**src/rtl/mant_div_seq.sv**
```systemverilog
// rtl/mant_div_seq.sv - iterative restoring significand divider, one quotient bit per cycle
module mant_div_seq #(
    parameter int MW = 24,
    parameter int QW = 26
) (
    input  logic          clk,
    input  logic          rst,
    input  logic          start,
    input  logic [MW-1:0] a_man,
    input  logic [MW-1:0] b_man,
    output logic          busy,
    output logic          done,
    output logic [QW-1:0] quo,
    output logic          sticky,
    output logic          dz
);
    localparam int CW = $clog2(QW);

    typedef enum logic [1:0] {IDLE, CALC, DONE} state_t;

    state_t        state_q, state_d;
    logic [QW-1:0] rem_q, rem_d;
    logic [MW-1:0] div_q, div_d;
    logic [CW-1:0] cnt_q, cnt_d;
    logic [QW-1:0] qsr_q, qsr_d;
    logic [QW-1:0] quo_q, quo_d;
    logic          sticky_q, sticky_d;
    logic          dz_q, dz_d;
    logic          busy_q, busy_d;
    logic          done_q, done_d;

    logic [QW-1:0] neg_div;
    logic [QW:0]   diff;
    logic          q_bit;

    // Trial subtraction as rem + (2^QW - div); the carry-out is the "rem >= div" decision.
    assign neg_div = ~{{(QW-MW){1'b0}}, div_q} + {{(QW-1){1'b0}}, 1'b1};
    assign diff    = {1'b0, rem_q} + {1'b0, neg_div};

    always_comb begin
        state_d  = state_q;
        rem_d    = rem_q;
        div_d    = div_q;
        cnt_d    = cnt_q;
        qsr_d    = qsr_q;
        quo_d    = quo_q;
        sticky_d = sticky_q;
        dz_d     = dz_q;
        busy_d   = busy_q;
        done_d   = 1'b0;
        q_bit    = 1'b0;
        case (state_q)
            IDLE: begin
                if (start) begin
                    div_d   = b_man;
                    rem_d   = {{(QW-MW){1'b0}}, a_man};
                    cnt_d   = '0;
                    qsr_d   = '0;
                    busy_d  = 1'b1;
                    state_d = CALC;
                end
            end
            CALC: begin
                if (div_q == '0) begin
                    // Divide-by-zero skips the iterations and reports a saturated quotient.
                    quo_d    = '1;
                    sticky_d = 1'b0;
                    dz_d     = 1'b1;
                    done_d   = 1'b1;
                    state_d  = DONE;
                end else begin
                    q_bit = diff[QW];
                    rem_d = q_bit ? {diff[QW-2:0], 1'b0} : {rem_q[QW-2:0], 1'b0};
                    qsr_d = {qsr_q[QW-2:0], q_bit};
                    cnt_d = cnt_q + CW'(1);
                    if (cnt_q == CW'(QW-1)) begin
                        quo_d    = qsr_d;
                        sticky_d = |rem_d;
                        dz_d     = 1'b0;
                        done_d   = 1'b1;
                        state_d  = DONE;
                    end
                end
            end
            DONE: begin
                busy_d  = 1'b0;
                state_d = IDLE;
            end
            default: begin
                busy_d  = 1'b0;
                state_d = IDLE;
            end
        endcase
    end

    always_ff @(posedge clk or posedge rst) begin
        if (rst) begin
            state_q  <= IDLE;
            rem_q    <= '0;
            div_q    <= '0;
            cnt_q    <= '0;
            qsr_q    <= '0;
            quo_q    <= '0;
            sticky_q <= 1'b0;
            dz_q     <= 1'b0;
            busy_q   <= 1'b0;
            done_q   <= 1'b0;
        end else begin
            state_q  <= state_d;
            rem_q    <= rem_d;
            div_q    <= div_d;
            cnt_q    <= cnt_d;
            qsr_q    <= qsr_d;
            quo_q    <= quo_d;
            sticky_q <= sticky_d;
            dz_q     <= dz_d;
            busy_q   <= busy_d;
            done_q   <= done_d;
        end
    end

    assign busy   = busy_q;
    assign done   = done_q;
    assign quo    = quo_q;
    assign sticky = sticky_q;
    assign dz     = dz_q;
endmodule

```
**config.mk**
```make
export PLATFORM = sky130hd
export DESIGN_NAME = mant_div_seq
export DESIGN_NICKNAME = d
export VERILOG_FILES = /design/src/rtl/mant_div_seq.sv
export SDC_FILE = /design/constraint.sdc
export NUM_CORES = 1
export LEC_CHECK = 0
export CORE_MARGIN = 5
export CORE_UTILIZATION = 55
export CTS_BUF_LIST = sky130_fd_sc_hd__clkbuf_4
export CTS_CLUSTER_SIZE = 28
export DETAILED_ROUTE_END_ITERATION = 16
export GPL_TIMING_DRIVEN = 0
export PLACE_DENSITY = 0.85
export SLEW_MARGIN = 5
export SYNTH_ARGS = -nofsm -noshare
export SYNTH_HDL_FRONTEND = slang
export SYNTH_SLANG_ARGS = --single-unit
export TNS_END_PERCENT = 20
```
**constraint.sdc**
```tcl
create_clock -name clk -period 6.15 [get_ports clk]
set_input_delay 1.23 -clock clk [delete_from_list [all_inputs] [get_ports clk]]
set_output_delay 1.23 -clock clk [all_outputs]
set_load 0.01 [all_outputs]
```
## Word level (Yosys, flattened, before mapping)

Index checks and enable logic that the tools add are counted.

- Flip-flop bits (word level): 112
- Bits of input ports: 51
- Output and inout port bits: 30
- Word-level logic and storage cells: 55

- Add/subtract/negate cells: 3
- Equal/unequal tests: 5
- Muxes and demuxes: 25
- Bitwise gates (word level): 2
- Reduce and logical (&&, ||, !) cells: 10

Operator list:

| cell | number |
|---|---|
| $mux W26 | 5 |
| $pmux W26 S2 | 1 |
| $mux W25 | 2 |
| $pmux W25 S2 | 1 |
| $add A26 B26 Y27 | 1 |
| $add A26 B1 Y26 const B | 1 |
| $not A24 Y26 | 1 |
| $reduce_or A26 Y1 | 1 |
| $logic_not A24 Y1 | 1 |
| $mux W5 | 2 |
| $pmux W5 S2 | 1 |
| $mux W1 | 8 |
| $reduce_and A2 Y1 | 4 |
| $mux W2 | 3 |
| $add A5 B1 Y5 const B | 1 |
| $eq A5 B5 Y1 const B | 1 |
| $ne A2 B2 Y1 const B | 2 |
| $pmux W2 S2 | 1 |
| $reduce_bool A2 Y1 | 2 |
| $ne A3 B3 Y1 const B | 1 |
| $reduce_and A3 Y1 | 1 |
| $eq A2 B1 Y1 const B | 1 |
| $logic_not A2 Y1 | 1 |
| $pmux W1 S2 | 1 |
| $not A1 Y1 | 1 |

## Logic depth before layout (Yosys ltp)

Gate-level depths: netlist (run 1).

- Depth in word-level cells: 7
- Depth in mapped cells: 18
- Gate-level depth less buffers: 17

## Worst setup path after synthesis (run 1)

OpenSTA, ideal clock, no wires.

- Path kind: register -> register
- Start point: register div_q[5]
- End point: register sticky_q, in the netlist sticky
- Library setup time: 0.132 ns
- Arrival: 4.536 ns
- Required time: 6.018 ns
- Slack: 1.482 ns
- Cell stages (with the launch flop): 19
- Path buffers: 2
- Clock period less this slack: 4.668 ns
- Cell sequence: dfrtp_1 -> or4_1 -> nor4_1 -> and2b_1 -> nand2_1 -> nor3_1 -> nor2_1 -> ha_1 -> nand2_1 -> o21ai_0 -> o21ai_0 -> and3_1 -> clkbuf_1 -> o21ba_2 -> buf_2 -> a222oi_1 -> nand4_1 -> nor4b_1 -> a31oi_1

- Longest elaborated chain between the ends: 7
- Elaborated cells on any way between the ends: 10
- Classes of those cells: 2 x add/sub; 3 x mux; 1 x bitwise; 4 x reduce/logical

RTL lines:

| element | RTL line | text |
|---|---|---|
| from (decl) | 23 | `logic [MW-1:0] div_q, div_d;` |
| from (signal assigned) | 111 | `div_q <= div_d;` |
| $not A24 Y26 | 37 | `assign neg_div = ~{{(QW-MW){1'b0}}, div_q} + {{(QW-1){1'b0}}, 1'b1};` |
| $add A26 B1 Y26 | 37 |  |
| $add A26 B26 Y27 | 38 | `assign diff = {1'b0, rem_q} + {1'b0, neg_div};` |
| $mux W26 | 73 | `rem_d = q_bit ? {diff[QW-2:0], 1'b0} : {rem_q[QW-2:0], 1'b0};` |
| $reduce_or A26 Y1 | 78 | `sticky_d = \|rem_d;` |
| $mux W1 | 76 | `if (cnt_q == CW'(QW-1)) begin` |
| $mux W1 | 64 | `if (div_q == '0) begin` |
| to (signal assigned) | 115 | `sticky_q <= sticky_d;` |
| to (decl) | 27 | `logic sticky_q, sticky_d;` |

Parallel ways exist; a longest one is shown, timed or not. The select of a mux whose other input is x is not followed.
A chain may end at the register's enable or synchronous reset.

## Worst setup path after layout (run 1)

- Start point: register div_q[3]
- End point: register sticky_q, in the netlist sticky

Same word-level chain as after synthesis.

==> results.sh, run 1 <==
export IMPL_highest_signal_layer="met4"
export IMPL_dp_cells=947
export IMPL_worstRegToRegCells=18
export IMPL_post_route_cells_drive_above_1_share_pct=4.146
export IMPL_post_layout_total_power_mw=5.042
export IMPL_final_instance_count_excl_fill=963
export IMPL_hold_class="flop to flop"
export IMPL_synth_seq_cells=112
export IMPL_avgViaCountPerCell=5.957
export IMPL_ys_seq_area_share_pct=43.17
export IMPL_multi_input_area_um2=3462
export IMPL_worst_path_max_fanout=9
export IMPL_detail_route_drc_violations=0
export IMPL_final_max_slew_violation_count=0
export IMPL_worst_slew_pin_transition_ns=0.7856
export IMPL_finalSetupViolations=0
export IMPL_post_cts_setup_buffers=0
export IMPL_muxShareOfSynthArea_pct=2.004
export IMPL_status="complete, no violations"
export IMPL_synth_simple_area_share_pct=18.19
export IMPL_die_area_um2=14080
export IMPL_n_antenna_cell=0
export IMPL_synthFlopType="sky130_fd_sc_hd__dfrtp_1"
export IMPL_netlist_area_um2=6492
export IMPL_hold_ws_ns=0.5237
export IMPL_antenna_found_initial=0
export IMPL_total_core_area_um2=11520
export IMPL_cts_sink_count=112
export IMPL_grt_max_degree=63
export IMPL_cp_required_ns=6.55
export IMPL_ys_warnings_count=0
export IMPL_clock_skew_final_ns=0.02608
export IMPL_synth_top_family_by_area="compound AO/OA/AOI/OAI gates"
export IMPL_synth_async_reset_ratio_pct=100.0
export IMPL_cts_buffers_inserted=9
export IMPL_chipWidth_um=118.7
export IMPL_detailroute_via_count=5737
export IMPL_n_fill_cell=936
export IMPL_clkSlewWorstSetupHoldPaths_ns=0.19
export IMPL_syn_to_final_growth_pct=17.69
export IMPL_place_port_buffers=80
export IMPL_min_path_cells=2
export IMPL_wl_met3_mm=1.129
export IMPL_cell_variety_after_synth=58
export IMPL_post_route_worst_setup_slack_ns=0.6099
export IMPL_dr_pass1_iters=6
export IMPL_cts_resized_gates=0
export IMPL_dp_hpwl_mm=12.98
export IMPL_power_density_nw_per_um2=659.8
export IMPL_period_share_pct=90.08
export IMPL_preCtsSetupSlack_ns=0.6527
export IMPL_synth_edf_count=0
export IMPL_cts_root_buf="sky130_fd_sc_hd__clkbuf_4"
export IMPL_drt_initial_drc_count=720
export IMPL_wl_met2_mm=8.322
export IMPL_slew_headroom_pct=47.63
export IMPL_fmax_mhz=180.5
export IMPL_syn_num_nets=807
export IMPL_layout_area_seq_um2=2803
export IMPL_post_synth_inst_count=723
export IMPL_setup_worst_path_end_class="flop"
export IMPL_std_cell_rows=39
export IMPL_layout_min_cycle_time_ns=5.540
export IMPL_fin_tns_setup_ns=0
export IMPL_data_arrival_time_of_the_critical_path_ns=5.94
export IMPL_post_synth_fa_ha_maj_area_fraction_pct=6.475
export IMPL_drv_cap=0
export IMPL_setup_worst_path_start_class="flop"
export IMPL_ctsHtreeMaxLevel=3
export IMPL_leakage_nw=3.248
export IMPL_fin_nets=899
export IMPL_globalRouteTotalUtil_pct=24.05
export IMPL_synthXorXnorAreaFrac_pct=6.340
export IMPL_grt_pass1_wl_mm=27.63
export IMPL_clock_latency_ns=0.51
export IMPL_m1WireLength_mm=6.934
export IMPL_postSynthAreaPerCell_um2=8.980
export IMPL_grt_pass1_vias=5853
export IMPL_final_hold_violating_endpoints=0
export IMPL_crit_type="flop to flop"
export IMPL_antenna_violating_nets_post_route=0
export IMPL_cts_hold_fix_buffers=0
export IMPL_routed_wire_length_per_instance_um=17.32
export IMPL_drt_wl_total_mm=16.68
export IMPL_synth_compound_area_share_pct=20.31
export IMPL_floorplan_initialDensity_pct=56.38
export IMPL_cts_tree="done"
export IMPL_peakVddDrop_uv=231.4
export IMPL_io_pin_count=81
export IMPL_place_gp_congestion=0.8923
export IMPL_die_height_um=118.7
export IMPL_gr_total_overflow=0
export IMPL_rsz0062_at_grt="false"
export IMPL_cts_buffer_depth=2
[sequential cells by signal, indices dropped and copies added (netlist names)]
register,cells
busy,1
state_q,2
rem_q,26
done,1
sticky,1
dz,1
quo,26
div_q,24
cnt_q,5
qsr_q,25
[cell families after synthesis]
| family | Yosys count |
|---|---|
| simple gates | 256 |
| xor+xnor | 47 |
| flops | 112 |
| compound gates | 204 |
| buf+inv | 58 |
| fa+ha+maj | 33 |
| mux | 13 |
[metal layers]
layer	up-vias	global-route usage, %
met5	-	0
met4	0	7.603
met3	22	4.728
met2	213	41.21
met1	2739	30.81
li1	2763	-
[cell usage in the layout (no fill, tap or decap), types with 18 or more instances in the layout]
cell type,n
sky130_fd_sc_hd__inv_1,18
sky130_fd_sc_hd__o22a_1,26
sky130_fd_sc_hd__nor2_1,39
sky130_fd_sc_hd__a22oi_1,24
sky130_fd_sc_hd__nand2_1,147
sky130_fd_sc_hd__clkdlybuf4s50_1,80
sky130_fd_sc_hd__dfrtp_1,112
sky130_fd_sc_hd__ha_1,32
sky130_fd_sc_hd__xnor2_1,23
sky130_fd_sc_hd__xor2_1,24
sky130_fd_sc_hd__clkbuf_1,26
sky130_fd_sc_hd__o21ai_0,70
sky130_fd_sc_hd__a21oi_1,31
[Yosys cell counts, drive strengths merged, types with 6 or more instances]
master / n / share of area [%]
nand2: 147 / 8.5
dfrtp: 112 / 43
o21ai: 71 / 5.5
nor2: 39 / 2.3
ha: 32 / 6.2
a21oi: 31 / 2.4
clkbuf: 26 / 1.5
o22a: 26 / 3.5
a22oi: 24 / 2.8
xor2: 24 / 3.2
xnor2: 23 / 3.1
inv: 19 / 1.1
nor3: 15 / 1.3
a21o: 13 / 1.5
mux2i: 13 / 2.0
nand4: 13 / 1.5
buf: 12 / 0.85
nor4: 9 / 0.87
a31oi: 8 / 0.77
nand3: 8 / 0.62
a211oi: 6 / 0.69
[final cells by class]
| type | count | share of cell area (%) |
|---|---|---|
| Buffer | 38 | 1.998 |
| Clock buffer | 9 | 0.8842 |
| Clock inverter | 7 | 0.9334 |
| Multi-Input combinational cell | 553 | 45.31 |
| Timing Repair Buffer | 81 | 10.84 |
| Inverter | 20 | 1.015 |
| Sequential cell | 112 | 36.68 |
| Tap cell | 143 | 2.342 |
[final timing paths]
path / end / startpoint / slack, ns
hold reg to reg: qsr_q[24]$_DFFE_PP0P_ / qsr_q[24]$_DFFE_PP0P_ / 0.52
max in group asynchronous: div_q[13]$_DFFE_PP0P_ / rst / 4.29
setup reg to reg: sticky$_DFFE_PP0P_ / div_q[3]$_DFFE_PP0P_ / 0.61
setup / recovery: sticky$_DFFE_PP0P_ / div_q[3]$_DFFE_PP0P_ / 0.61
hold / removal: qsr_q[24]$_DFFE_PP0P_ / qsr_q[24]$_DFFE_PP0P_ / 0.52
min in group asynchronous: quo[14]$_DFFE_PP0P_ / rst / 1.14
[power by group]
part	total, mW	internal, mW	switching [mW]
sequential	1.39	1.06	0.326
combinational	3.28	1.37	1.91
clock	0.378	0.0949	0.283
[worst max-delay path: stages, from the launching register on]
cell and delay, ns:
sky130_fd_sc_hd__dfrtp_1 0.46, sky130_fd_sc_hd__or4_1 0.58, sky130_fd_sc_hd__nor4_1 0.44, sky130_fd_sc_hd__and2b_1 0.29, sky130_fd_sc_hd__nand2_1 0.15, sky130_fd_sc_hd__nor3_1 0.45
sky130_fd_sc_hd__nor2_1 0.17, sky130_fd_sc_hd__ha_1 0.44, sky130_fd_sc_hd__nand2_1 0.09, sky130_fd_sc_hd__o21ai_0 0.43, sky130_fd_sc_hd__o21ai_0 0.19, sky130_fd_sc_hd__and3_1 0.21
sky130_fd_sc_hd__clkbuf_1 0.16, sky130_fd_sc_hd__o21ba_2 0.23, sky130_fd_sc_hd__buf_2 0.17, sky130_fd_sc_hd__a222oi_1 0.35, sky130_fd_sc_hd__nand4_1 0.14, sky130_fd_sc_hd__nor4b_1 0.36
sky130_fd_sc_hd__a31oi_1 0.12
[through the flow]
step	util (%)	instance area, um^2
floorplan	-	6492
global placement	64.88	7472
detailed placement	65.15	7502
CTS	66.35	7641
global route	66.35	7641
finish	66.35	7641
Note: power is estimated with default switching activity, not from simulation.
==> run 2, diff against run 1 <==
==> constraint.sdc (replaced) <==
create_clock -name clk -period 5.5 [get_ports clk]
set_input_delay 0.55 -clock clk [delete_from_list [all_inputs] [get_ports clk]]
set_output_delay 0.55 -clock clk [all_outputs]
set_load 0.01 [all_outputs]
==> results.sh, run 2 (same netlist as run 1, synthesis figures left out) <==
export IMPL_hold_ws_ns=0.4641
export IMPL_fin_tns_setup_ns=0
export IMPL_total_core_area_um2=11520
export IMPL_fin_area_um2=7652
export IMPL_grt_pass1_vias=5856
export IMPL_place_gp_congestion=0.8923
export IMPL_clkSlewWorstSetupHoldPaths_ns=0.21
export IMPL_dp_hpwl_mm=12.98
export IMPL_cts_buffers_inserted=9
export IMPL_data_arrival_time_of_the_critical_path_ns=5.51
export IMPL_setup_worst_path_end_class="flop"
export IMPL_worst_slew_pin_transition_ns=0.7613
export IMPL_post_route_cells_drive_above_1_share_pct=4.390
export IMPL_antenna_found_initial=0
export IMPL_final_hold_violating_endpoints=0
export IMPL_grt_max_degree=63
export IMPL_avgViaCountPerCell=5.968
export IMPL_drt_wl_total_mm=16.70
export IMPL_cp_required_ns=5.89
export IMPL_leakage_nw=3.250
export IMPL_io_pin_count=81
export IMPL_drv_cap=0
export IMPL_detailroute_via_count=5747
export IMPL_cts_tree="done"
export IMPL_layout_min_cycle_time_ns=5.116
export IMPL_gr_total_overflow=0
export IMPL_layout_cells_most_common_list="sky130_fd_sc_hd__nand2_1, sky130_fd_sc_hd__dfrtp_1, sky130_fd_sc_hd__clkdlybuf4s50_1"
export IMPL_dr_pass1_iters=6
export IMPL_cts_buffer_depth=2
export IMPL_rsz0062_at_grt="false"
export IMPL_hold_class="input port to async pin"
export IMPL_detail_route_drc_violations=0
export IMPL_syn_to_final_growth_pct=17.86
export IMPL_power_density_nw_per_um2=737.0
export IMPL_worst_path_max_fanout=9
export IMPL_crit_type="flop to flop"
export IMPL_placed_cell_area_um2=7502
export IMPL_post_route_worst_setup_slack_ns=0.3845
export IMPL_cts_hold_fix_buffers=0
export IMPL_die_height_um=118.7
export IMPL_n_antenna_cell=0
export IMPL_drt_initial_drc_count=660
export IMPL_globalRouteTotalUtil_pct=24.12
export IMPL_floorplan_initialDensity_pct=56.38
export IMPL_post_cts_setup_buffers=0
export IMPL_final_max_slew_violation_count=0
export IMPL_place_port_buffers=80
export IMPL_clock_latency_ns=0.50
export IMPL_setup_worst_path_start_class="flop"
export IMPL_fmax_mhz=195.5
export IMPL_period_share_pct=93.01
export IMPL_slew_headroom_pct=49.25
export IMPL_preCtsSetupSlack_ns=0.002704
export IMPL_ctsHtreeMaxLevel=3
export IMPL_cts_root_buf="sky130_fd_sc_hd__clkbuf_4"
export IMPL_fin_nets=899
export IMPL_die_area_um2=14080
export IMPL_finalSetupViolations=0
export IMPL_grt_pass1_wl_mm=27.68
export IMPL_post_layout_total_power_mw=5.639
export IMPL_std_cell_rows=39
export IMPL_routed_wire_length_per_instance_um=17.34
export IMPL_peakVddDrop_uv=259.9
export IMPL_layout_cells_most_common="sky130_fd_sc_hd__nand2_1"
export IMPL_status="complete, no violations"
export IMPL_chipWidth_um=118.7
export IMPL_clock_skew_final_ns=0.02791
export IMPL_cts_sink_count=112
export IMPL_antenna_violating_nets_post_route=0
==> run 2: cell types whose count changed in the layout (fill, tap and decap cells not counted) <==
| cell | before | now |
|---|---|---|
| sky130_fd_sc_hd__o21ai_1 | 1 | 2 |
| sky130_fd_sc_hd__nor4_1 | 9 | 8 |
| sky130_fd_sc_hd__nor4_2 | 0 | 1 |
| sky130_fd_sc_hd__o21ai_0 | 70 | 69 |
| sky130_fd_sc_hd__nor3_2 | 0 | 1 |
| sky130_fd_sc_hd__nor3_1 | 14 | 13 |
==> run 2: worst max-delay path, cell delays in order, from the launching register on <==
cell	delay (ns)
sky130_fd_sc_hd__dfrtp_1	0.46
sky130_fd_sc_hd__or4_1	0.59
sky130_fd_sc_hd__nor4_2	0.30
sky130_fd_sc_hd__and2b_1	0.27
sky130_fd_sc_hd__nand2_1	0.17
sky130_fd_sc_hd__nor3_2	0.31
sky130_fd_sc_hd__nand2_1	0.11
sky130_fd_sc_hd__xor2_1	0.15
sky130_fd_sc_hd__ha_1	0.26
sky130_fd_sc_hd__clkbuf_1	0.27
sky130_fd_sc_hd__a21o_1	0.20
sky130_fd_sc_hd__a31oi_1	0.15
sky130_fd_sc_hd__o21ai_0	0.39
sky130_fd_sc_hd__o21ba_2	0.22
sky130_fd_sc_hd__buf_2	0.16
sky130_fd_sc_hd__a222oi_1	0.35
sky130_fd_sc_hd__nand4_1	0.14
sky130_fd_sc_hd__nor4b_1	0.36
sky130_fd_sc_hd__a31oi_1	0.12
==> run 2: metal layers <==
metal / track usage [%] / part of all wire, %
met1: 30.84 / 42
met2: 41.42 / 49
met3: 4.728 / 6.6
met4: 7.603 / 2.2
met5: 0 / 0
==> run 2: timing repair <==
action,in CTS,in global routing
endpoints found under the hold margin,0,0
gates cloned,0,0
resized for setup,1,2
pin swaps,0,0
endpoints found under the setup margin,1,9
==> run 2: final timing paths <==
kind	slack, ns	end	start	depth (start not counted)
setup / recovery	0.38	sticky$_DFFE_PP0P_	div_q[3]$_DFFE_PP0P_	18
setup reg to reg	0.38	sticky$_DFFE_PP0P_	div_q[3]$_DFFE_PP0P_	18
min in group clk	0.53	qsr_q[24]$_DFFE_PP0P_	qsr_q[24]$_DFFE_PP0P_	2
max in group asynchronous	4.31	div_q[13]$_DFFE_PP0P_	rst	3
hold / removal	0.46	quo[14]$_DFFE_PP0P_	rst	2
hold reg to reg	0.53	qsr_q[24]$_DFFE_PP0P_	qsr_q[24]$_DFFE_PP0P_	2
==> run 2: where the power goes <==
part / internal [mW] / switching (mW) / total, mW / leakage (nW)
Sequential: 1.19 / 0.366 / 1.55 / 1.32
Clock: 0.106 / 0.317 / 0.423 / 0.0698
Combinational: 1.53 / 2.13 / 3.66 / 1.86
==> run 2: final cells by class <==
type / instances / area [um^2]
Buffer: 38 / 152.6
Clock buffer: 9 / 67.56
Clock inverter: 7 / 71.32
Fill cell: 934 / 3864
Inverter: 20 / 77.57
Multi-Input combinational cell: 553 / 3473
Sequential cell: 112 / 2803
Tap cell: 143 / 178.9
Timing Repair Buffer: 81 / 828.3
==> run 2: through the flow <==
| step | instances | util, % |
|---|---|---|
| global placement | 946 | 64.88 |
| CTS | 963 | 66.40 |
| global route | 963 | 66.45 |
| finish | 963 | 66.45 |
| detailed placement | 947 | 65.15 |
| floorplan | 723 | - |
==> run 3, diff against run 2 <==
--- a/config.mk
+++ b/config.mk
@@ -5,13 +5,14 @@
 export SDC_FILE = /design/constraint.sdc
 export NUM_CORES = 1
 export LEC_CHECK = 0
+export ABC_AREA = 1
 export CORE_MARGIN = 5
 export CORE_UTILIZATION = 55
 export CTS_BUF_LIST = sky130_fd_sc_hd__clkbuf_4
 export CTS_CLUSTER_SIZE = 28
 export DETAILED_ROUTE_END_ITERATION = 16
 export GPL_TIMING_DRIVEN = 0
-export PLACE_DENSITY = 0.85
+export PLACE_DENSITY = 0.84
 export SLEW_MARGIN = 5
 export SYNTH_ARGS = -nofsm -noshare
 export SYNTH_HDL_FRONTEND = slang
==> results.sh, run 3 <==
export IMPL_status="complete, no violations"
export IMPL_layout_cells_most_common_list="sky130_fd_sc_hd__nand2_1, sky130_fd_sc_hd__inv_1, sky130_fd_sc_hd__dfrtp_1"
export IMPL_detailroute_via_count=6873
export IMPL_chipWidth_um=125.7
export IMPL_cts_resized_gates=0
export IMPL_post_cts_setup_buffers=0
export IMPL_antenna_violating_nets_post_route=0
export IMPL_postSynthAreaPerCell_um2=7.191
export IMPL_post_route_worst_setup_slack_ns=0.9187
export IMPL_slew_headroom_pct=44.09
export IMPL_timing_critical_path_buf_inv=5
export IMPL_cell_variety_after_synth=46
export IMPL_detail_route_drc_violations=0
export IMPL_worst_slew_pin_transition_ns=0.8355
export IMPL_cts_tree="done"
export IMPL_cts_hold_fix_buffers=0
export IMPL_globalRouteTotalUtil_pct=25.22
export IMPL_layout_min_cycle_time_ns=4.581
export IMPL_hold_ws_ns=0.3499
export IMPL_synth_top_cells_by_count="sky130_fd_sc_hd__nand2_1, sky130_fd_sc_hd__inv_1, sky130_fd_sc_hd__dfrtp_1, sky130_fd_sc_hd__nand3_1, sky130_fd_sc_hd__nor2_1"
export IMPL_worstRegToRegCells=31
export IMPL_worst_path_max_fanout=10
export IMPL_synth_edf_count=0
export IMPL_routed_wire_length_per_instance_um=15.00
export IMPL_synth_most_common_cell="sky130_fd_sc_hd__nand2_1"
export IMPL_worst_path_most_repeated_cell="sky130_fd_sc_hd__nand2_1"
export IMPL_critical_path_reg2reg_endpoint="sticky$_DFFE_PP0P_"
export IMPL_drt_wl_total_mm=19.46
export IMPL_cts_sink_count=112
export IMPL_post_synth_inst_count=1024
export IMPL_crit_type="flop to flop"
export IMPL_gr_total_overflow=0
export IMPL_grt_pass1_vias=6738
export IMPL_synth_area_leaders="sky130_fd_sc_hd__dfrtp_1, sky130_fd_sc_hd__nand2_1, sky130_fd_sc_hd__inv_1"
export IMPL_total_core_area_um2=13190
export IMPL_drt_initial_drc_count=643
export IMPL_yosysTopAreaCell="sky130_fd_sc_hd__dfrtp_1"
export IMPL_reg2reg_slack_ns=0.92
export IMPL_n_antenna_cell=0
export IMPL_avgViaCountPerCell=5.299
export IMPL_drv_cap=0
export IMPL_ys_seq_area_share_pct=38.06
export IMPL_dr_pass1_iters=5
export IMPL_clkSlewWorstSetupHoldPaths_ns=0.18
export IMPL_setup_worst_path_end_class="flop"
export IMPL_cts_buffers_inserted=9
export IMPL_yosys_area_top_type_share_pct=38.06
export IMPL_finalSetupViolations=0
export IMPL_fin_nets=1200
export IMPL_cts_root_buf="sky130_fd_sc_hd__clkbuf_4"
export IMPL_place_gp_congestion=0.9485
export IMPL_fin_tns_setup_ns=0
export IMPL_floorplan_initialDensity_pct=55.82
export IMPL_ys_warnings_count=0
export IMPL_ctsHtreeMaxLevel=3
export IMPL_netlist_area_um2=7363
export IMPL_fmax_mhz=218.3
export IMPL_period_share_pct=83.30
export IMPL_place_port_buffers=80
export IMPL_rsz0062_at_grt="false"
export IMPL_syn_to_final_growth_pct=16.35
export IMPL_layout_cells_most_common="sky130_fd_sc_hd__nand2_1"
export IMPL_clock_skew_final_ns=0.02225
export IMPL_cp_required_ns=5.88
export IMPL_hold_class="input port to async pin"
export IMPL_post_route_cells_drive_above_1_share_pct=8.029
export IMPL_synth_seq_cells=112
export IMPL_clock_latency_ns=0.46
export IMPL_io_pin_count=81
export IMPL_std_cell_rows=42
export IMPL_final_max_slew_violation_count=0
export IMPL_preCtsSetupSlack_ns=1.013
export IMPL_path_delay_family="simple AND/OR/NAND/NOR gates"
export IMPL_setup_worst_path_start_class="flop"
export IMPL_final_hold_violating_endpoints=0
export IMPL_antenna_found_initial=0
export IMPL_rr_startpoint="div_q[0]$_DFFE_PP0P_"
export IMPL_critical_path_cell_with_the_highest_stage_delay="sky130_fd_sc_hd__dfrtp_1"
export IMPL_die_height_um=125.7
export IMPL_cts_buffer_depth=2
export IMPL_data_arrival_time_of_the_critical_path_ns=4.96
export IMPL_synth_async_reset_ratio_pct=100.0
export IMPL_worstSetupPathDepth=31
export IMPL_grt_max_degree=98
export IMPL_max_stage_delay_ns=0.43
export IMPL_die_area_um2=15800
export IMPL_dp_hpwl_mm=15.33
export IMPL_synthFlopType="sky130_fd_sc_hd__dfrtp_1"
export IMPL_syn_num_nets=1108
export IMPL_grt_pass1_wl_mm=32.78
==> run 3: cell count changes in the layout (fill, tap and decap cells not counted), moves of 26 or more <==
cell / delta
sky130_fd_sc_hd__nand2_1: +164
sky130_fd_sc_hd__inv_1: +147
sky130_fd_sc_hd__nand3_1: +78
sky130_fd_sc_hd__nor2_1: +43
sky130_fd_sc_hd__o21ai_0: -35
sky130_fd_sc_hd__o22a_1: -26
==> run 3: metrics by stage <==
stage,std cells,cell area [um^2],utilization [%]
floorplan,1024,7363,-
global placement,1280,8384,63.56
detailed placement,1281,8417,63.81
CTS,1297,8567,64.95
global route,1297,8567,64.95
finish,1297,8567,64.95
==> run 3: worst max path at each step <==
| stage | from | endpoint | slack, ns |
|---|---|---|---|
| floorplan | div_q[0]$_DFFE_PP0P_ | sticky$_DFFE_PP0P_ | 1.81 |
| global placement | rst | rem_q[21]$_DFFE_PP0P_ | 0.37 |
| detailed placement | div_q[0]$_DFFE_PP0P_ | sticky$_DFFE_PP0P_ | 1.01 |
| CTS | div_q[0]$_DFFE_PP0P_ | sticky$_DFFE_PP0P_ | 0.97 |
| global route | div_q[0]$_DFFE_PP0P_ | sticky$_DFFE_PP0P_ | 0.55 |
| finish | div_q[0]$_DFFE_PP0P_ | sticky$_DFFE_PP0P_ | 0.92 |
==> run 3: layer usage <==
| layer | part of all wire [%] | up-vias | wire (um) | track usage [%] |
|---|---|---|---|---|
| met5 | 0 | - | 0 | 0 |
| met3 | 5.9 | 22 | 1155 | 3.853 |
| li1 | - | 3392 | - | - |
| met4 | 1.9 | 0 | 362 | 6.888 |
| met1 | 44 | 3232 | 8502 | 33.86 |
| met2 | 49 | 227 | 9442 | 42.76 |
==> run 3: cells by family (layout without fill, tap and decap cells) <==
group           Yosys count  after routing  synth area share [%]
compound gates          121            121                 10.37
flops                   112            112                 38.06
xor+xnor                 28             28                 3.331
buf+inv                 202            299                 11.32
simple gates            528            528                 31.22
fa+ha+maj                33             33                 5.709
==> run 3: final cells by class <==
cell class                      count  area [um^2]
Fill cell                        1183         4623
Multi-Input combinational cell    710         3727
Sequential cell                   112         2803
Timing Repair Buffer               81        828.3
Inverter                          175        663.1
Tap cell                          176        220.2
Buffer                             27        175.2
Clock inverter                      7        82.58
Clock buffer                        9        67.56
Power of run 3 is left out: the tool's default activity adds up to more than one toggle a clock period on the data nets, which glitch-free logic cannot reach.
